===== src/rtl/param_data_memory.sv =====
// param_data_memory: parametrised word-addressed data memory.
// The memory is preloaded by a sequential init sweep after reset, so the array
// itself has no reset and can map onto block RAM. It has a registered read port
// with a valid strobe and checks the address range on every request.
module param_data_memory #(
    parameter int DATA_WIDTH = 8,
    parameter int ADDR_WIDTH = 8,
    parameter int DEPTH      = 32
) (
    input  logic                  Oscillator,
    input  logic                  Reset,
    input  logic [ADDR_WIDTH-1:0] Address,
    input  logic [DATA_WIDTH-1:0] WriteData,
    input  logic                  MemWrite,
    input  logic                  MemRead,
    output logic [DATA_WIDTH-1:0] ReadData,
    output logic                  ReadValid,
    output logic                  AddrError,
    output logic                  Busy
);

    localparam int IDX_W = (DEPTH > 1) ? $clog2(DEPTH) : 1;

    // The range limit is one bit wider than Address so DEPTH == 2^ADDR_WIDTH still fits.
    localparam logic [ADDR_WIDTH:0]   DEPTH_A  = (ADDR_WIDTH+1)'(DEPTH);
    localparam logic [IDX_W-1:0]      LAST_IDX = IDX_W'(DEPTH - 1);
    localparam logic [IDX_W:0]        HALF_I   = (IDX_W+1)'(DEPTH / 2);
    localparam logic [DATA_WIDTH-1:0] HALF_D   = DATA_WIDTH'(DEPTH / 2);

    localparam logic [0:0] S_INIT  = 1'b0;
    localparam logic [0:0] S_READY = 1'b1;

    logic [DATA_WIDTH-1:0] r_mem [DEPTH];
    logic [0:0]            r_state;
    logic [IDX_W-1:0]      r_cnt;
    logic [DATA_WIDTH-1:0] r_rdata;
    logic                  r_rvalid;
    logic                  r_aerr;

    logic                  w_ready;
    logic                  w_in_range;
    logic [IDX_W-1:0]      w_idx;
    logic                  w_wr_ok;
    logic                  w_rd;
    logic [DATA_WIDTH-1:0] w_init_val;
    logic [DATA_WIDTH-1:0] w_rd_val;

    assign w_ready    = (r_state == S_READY);
    // Full-width compare: addresses at or above DEPTH are never folded back into range.
    assign w_in_range = ({1'b0, Address} < DEPTH_A);
    assign w_idx      = Address[IDX_W-1:0];
    assign w_wr_ok    = w_ready & MemWrite & w_in_range;
    assign w_rd       = w_ready & MemRead;

    // Lower half preloads with its index, upper half with -(i - DEPTH/2).
    // Done modulo 2^DATA_WIDTH, so truncation falls out naturally.
    assign w_init_val = ({1'b0, r_cnt} < HALF_I) ? DATA_WIDTH'(r_cnt)
                                                 : (HALF_D - DATA_WIDTH'(r_cnt));

    // Write-first: a same-cycle write to the read address forwards WriteData.
    // Out-of-range reads return zero.
    assign w_rd_val = !w_in_range ? '0 :
                      (MemWrite ? WriteData : r_mem[w_idx]);

    // Init sweep counter and state: one word per cycle, then READY.
    always_ff @(posedge Oscillator or posedge Reset) begin
        if (Reset) begin
            r_state <= S_INIT;
            r_cnt   <= '0;
        end else if (r_state == S_INIT) begin
            if (r_cnt == LAST_IDX) begin
                r_state <= S_READY;
                r_cnt   <= '0;
            end else begin
                r_cnt <= r_cnt + 1'b1;
            end
        end
    end

    // Memory array write port: preload during the sweep, user writes once ready.
    always_ff @(posedge Oscillator) begin
        if (!w_ready) begin
            r_mem[r_cnt] <= w_init_val;
        end else if (w_wr_ok) begin
            r_mem[w_idx] <= WriteData;
        end
    end

    // Registered read port and the request status strobes.
    always_ff @(posedge Oscillator or posedge Reset) begin
        if (Reset) begin
            r_rdata  <= '0;
            r_rvalid <= 1'b0;
            r_aerr   <= 1'b0;
        end else begin
            r_rvalid <= w_rd;
            r_aerr   <= w_ready & (MemRead | MemWrite) & ~w_in_range;
            if (w_rd) begin
                r_rdata <= w_rd_val;
            end
        end
    end

    assign ReadData  = r_rdata;
    assign ReadValid = r_rvalid;
    assign AddrError = r_aerr;
    assign Busy      = ~w_ready;

endmodule

===== config.mk =====
export PLATFORM = sky130hd
export DESIGN_NAME = param_data_memory
export DESIGN_NICKNAME = d
export VERILOG_FILES = /design/src/rtl/param_data_memory.sv
export SDC_FILE = /design/constraint.sdc
export NUM_CORES = 1
export LEC_CHECK = 0
export CELL_PAD_IN_SITES_DETAIL_PLACEMENT = 2
export CELL_PAD_IN_SITES_GLOBAL_PLACEMENT = 2
export CORE_ASPECT_RATIO = 1.5
export CORE_MARGIN = 1
export CORE_UTILIZATION = 42
export DETAILED_ROUTE_END_ITERATION = 12
export HOLD_SLACK_MARGIN = 0.1
export PLACE_DENSITY_LB_ADDON = 0.08
export SETUP_SLACK_MARGIN = 0.02
export SLEW_MARGIN = 5
export SYNTH_ARGS = -nofsm -noshare
export SYNTH_HDL_FRONTEND = slang
export SYNTH_SLANG_ARGS = --single-unit

===== constraint.sdc =====
create_clock -name Oscillator -period 3.45 [get_ports Oscillator]
set_input_delay 0.8625 -clock Oscillator [delete_from_list [all_inputs] [get_ports Oscillator]]
set_output_delay 0.8625 -clock Oscillator [all_outputs]
set_load 0.05 [all_outputs]

==> qor.txt <==
CELLS AND AREA
--------------------------------------------------------------------------------------------------------
Filler Cell Count .........................................................................        2,329
Number of nets in the finished design .....................................................          781
Area added between synthesis and finish ...................................................       18.14%
Fraction of final layout cells with drive strength greater than 1 .........................       20.57%
Area taken by flip-flops and latches ...................................................... 0.008088 mm2
Multi-input combinational cell area ....................................................... 0.002799 mm2
Final instance area .......................................................................  0.01313 mm2
Diode insertion count for antenna repair ..................................................            0
Post-route core utilization ...............................................................       50.78%

DIE
--------------------------------------------------------------------------------------------------------
Total die area ............................................................................  0.02713 mm2
Die X .....................................................................................     134.8 um
Die height ................................................................................     201.2 um
# rows ....................................................................................           72
Number of ports placed on the die boundary ................................................           31
Initial core utilization ..................................................................       42.99%
Core outline area .........................................................................  0.02585 mm2

SYNTH
--------------------------------------------------------------------------------------------------------
Largest cells by area after synthesis ..................................................... edfxtp_1, mux2i_1, mux4_2, dfrtp_1, nor2_1
Adder and majority gate portion of the synthesized area ...................................      0.4503%
Largest family of logic cells by synthesized area ......................................... multiplexers
Xor and xnor fraction of the mapped netlist area ..........................................     0.07880%
Cell count after synthesis ................................................................          661
Simple-gate area share of the yosys netlist ...............................................       5.066%
Mux contribution to synthesized area ......................................................       12.48%
Most frequently used flop master after synthesis ..........................................     edfxtp_1
Number of synthesized register bits .......................................................          272
Number of distinct library cell variants in the gate-level netlist after synthesis ........           45
Share of the synthesized area in compound gates (AO/OA/AOI/OAI) ...........................       6.845%
Portion of synthesized cell area occupied by the leading cell type ........................       69.17%
Largest area contributor in the synthesized netlist .......................................     edfxtp_1
Sequential area share after synthesis .....................................................       72.77%
EDFF count, synth .........................................................................          256
Share of synthesized registers carrying an async set or reset .............................       5.882%
Yosys warning total .......................................................................            0
Syn Area/Cell .............................................................................    16.81 um2
Cell area after synthesis .................................................................  0.01111 mm2
Syn nets ..................................................................................          685

ROUTING
--------------------------------------------------------------------------------------------------------
Overall via count from detail_route .......................................................        6,413
Number of DRC violations after detailed-routing iteration 0 ...............................          314
Via-per-instance ratio ....................................................................        5.772
1st-pass router iterations ................................................................            4
Total detailed-routing wirelength .........................................................    31,690 um
Final antenna-violating net count .........................................................            0
DR WL/cell ................................................................................     28.52 um
DR DRC count ..............................................................................            0

STA
--------------------------------------------------------------------------------------------------------
Slew of the pin with the lowest slew margin ...............................................     1.050 ns
Highest Clock Rate ........................................................................   0.3329 GHz
Share of the clock period used by the worst path after layout .............................       87.07%
Shortest clock period the worst path allows after layout ..................................     3.004 ns
Max_slew headroom .........................................................................       29.67%
Hold violation count in the final report ..................................................            0
Maximum clock skew at final layout ........................................................   0.01482 ns
Final Slew Violations .....................................................................            0
Final setup violation count ...............................................................            0
RSZ-0062 raised after global routing ......................................................           no

CLOCK NETWORK
--------------------------------------------------------------------------------------------------------
Worst-Skew Late Latency ...................................................................      0.54 ns
Post-CTS clock slew at the launch and capture registers of the worst setup and hold paths .      0.06 ns
Count of clock tree sinks .................................................................          272
Clock buffers created by TritonCTS ........................................................           27
Maximum clock insertion buffer count ......................................................            3
CTS HTree Levels ..........................................................................            1
CTS Hold Bufs .............................................................................            0
Number of buffers inserted to repair setup after CTS ......................................            0
Clock root buffer .........................................................................    clkbuf_16
Count of instances resized after the clock tree is built ..................................            0
Clock tree from TritonCTS .................................................................        built

CRITICAL PATH
--------------------------------------------------------------------------------------------------------
Setup crit start kind .....................................................................         flop
Crit Path Max Fanout ......................................................................           12
Cell Chain, Critical Path ................................................................. inv_1 -> clkdlybuf4s50_1
Crit Path Class ...........................................................................      reg2out
Slowest stage cell, crit path ............................................................. clkdlybuf4s50_1
Crit path largest cell delay ..............................................................      0.83 ns
Req. time, crit path ......................................................................      2.59 ns
WP data arrival ...........................................................................      2.14 ns
Largest delay contributor family on the critical path ..................................... buffers and inverters
Crit end category .........................................................................  output port
Number of buffers and inverters on the critical path ......................................            2

PLACE
--------------------------------------------------------------------------------------------------------
Placer's final routability congestion estimate ............................................       0.8120
Final HPWL from detailed placement ........................................................    21,810 um
Area after detailed placement .............................................................  0.01223 mm2
Buffers on Ports ..........................................................................           30

GRT
--------------------------------------------------------------------------------------------------------
Wire length of the first global-routing pass ..............................................    47,100 um
Total routing usage reported by global routing ............................................       24.13%
Via count of the first global-routing pass ................................................        7,171
Maximum number of pins on one net before global-route repair ..............................           34
Initial antenna violation count ...........................................................            0
Remaining global-route overflow ...........................................................            0

POWER AND IR DROP
--------------------------------------------------------------------------------------------------------
Leak Pwr ..................................................................................     4.812 nW
Power Density ............................................................................. 524.3 mW/mm2
Maximum vdd ir drop .......................................................................    0.4282 mV

OUTCOME
--------------------------------------------------------------------------------------------------------
Result of the run ......................................................................... finished clean

RUN
--------------------------------------------------------------------------------------------------------
Max-cap violations ........................................................................            0

HOLD PATH
--------------------------------------------------------------------------------------------------------
HP Class ..................................................................................      reg2reg

## registers in the layout, indices dropped and copies added, names as in the netlist
signal     cells
r_mem        256
ReadData       8
r_cnt          5
AddrError      1
ReadValid      1
r_state        1
## where the power goes
group          switching [mW]  internal [mW]
Sequential            0.00310           3.58
Clock                    1.23           1.73
Combinational           0.210          0.130
## cell usage in the layout, fill, tap and decap left out, drive strengths merged, types with 5 or more instances in the layout
cell type	instances
edfxtp	256
buf	78
mux2i	70
nor2	51
clkbuf	35
nand2	28
mux4	28
clkdlybuf4s50	28
a21oi	21
dfrtp	16
a221oi	15
o21ai	15
nor2b	12
a22oi	12
a41oi	11
inv	11
nand3	10
clkinv	9
a211oi	7
o21a	6
nor3	6
mux2	5
nand4	5
a31oi	5
## path summary, 6_finish.rpt
check,start,endpoint,slack [ns],cells past startpoint
min in group asynchronous,Reset,ReadData[6],0.73,2
max in group asynchronous,Reset,r_cnt[0],2.27,2
hold reg to reg,ReadData[2],ReadData[2],0.61,2
setup / recovery,r_state,Busy,0.45,2
hold / removal,ReadData[2],ReadData[2],0.61,2
setup reg to reg,r_cnt[1],r_mem[3][2],0.69,9
## synth_stat cells (3+ instances only)
cell and n:
o221ai_1 4, nor2_1 51, a41oi_1 11, nand4_1 5, nor3_1 6, ha_1 4
nand2b_1 4, a31oi_1 5, buf_6 3, a22oi_1 12, clkbuf_1 20, a221oi_1 15
o21a_1 6, nor2b_1 12, mux4_2 28, a211oi_1 7, nand3_1 10, dfrtp_1 16
nand2_1 28, mux2i_1 70, a21oi_1 21, a21o_1 3, o21ai_0 13, buf_2 6
inv_1 10, buf_4 5, edfxtp_1 256, mux2_2 5
## cell families (layout without fill, tap and decap cells)
kind of cell / after synthesis / count (layout)
xor gates and xnor gates: 1 / 1
adders and majority gates: 4 / 4
AOI/OAI and AO/OA: 108 / 108
buffers and inverters: 49 / 166
and+or+nand+nor: 124 / 124
muxes: 103 / 103
DFF: 272 / 272
## stage by stage
stage	hold slack, ns	setup TNS, ns	cells	power, mW	worst slack [ns]
2_1_floorplan	0.6227	0	661	3.852	0.1864
3_3_place_gp	0.5981	-0.8530	1061	3.986	-0.08096
3_5_place_dp	0.6154	-3.330	1061	3.994	-0.1685
4_1_cts	0.6286	0	1111	6.953	0.4296
5_1_grt	0.6469	0	1111	7.081	0.3380
6_report	0.6132	0	1111	6.884	0.4461
## per-layer routing
| layer | part of all wire (%) | wire length [um] | track usage (%) |
|---|---|---|---|
| met5 | 0 | 0 | 0 |
| met3 | 4.8 | 1511 | 2.923 |
| met2 | 52 | 16640 | 42.84 |
| met1 | 40 | 12670 | 30.58 |
| met4 | 2.8 | 874 | 7.303 |
## final cells by class
cell class,count,area share [%]
clock buffers,35,5.603
clock inverters,15,1.229
inverters,10,0.2859
multi-input cells,340,21.32
flip-flops and latches,272,61.60
well taps,333,3.173
repair buffers,106,6.794
## worst min-delay path: cells and delay by family, from the launching register on
family	cells	cell delay [ns]
flip-flops	1	0.38
AO/OA/AOI/OAI	2	0.19
Power figures use the tool's default switching activity.
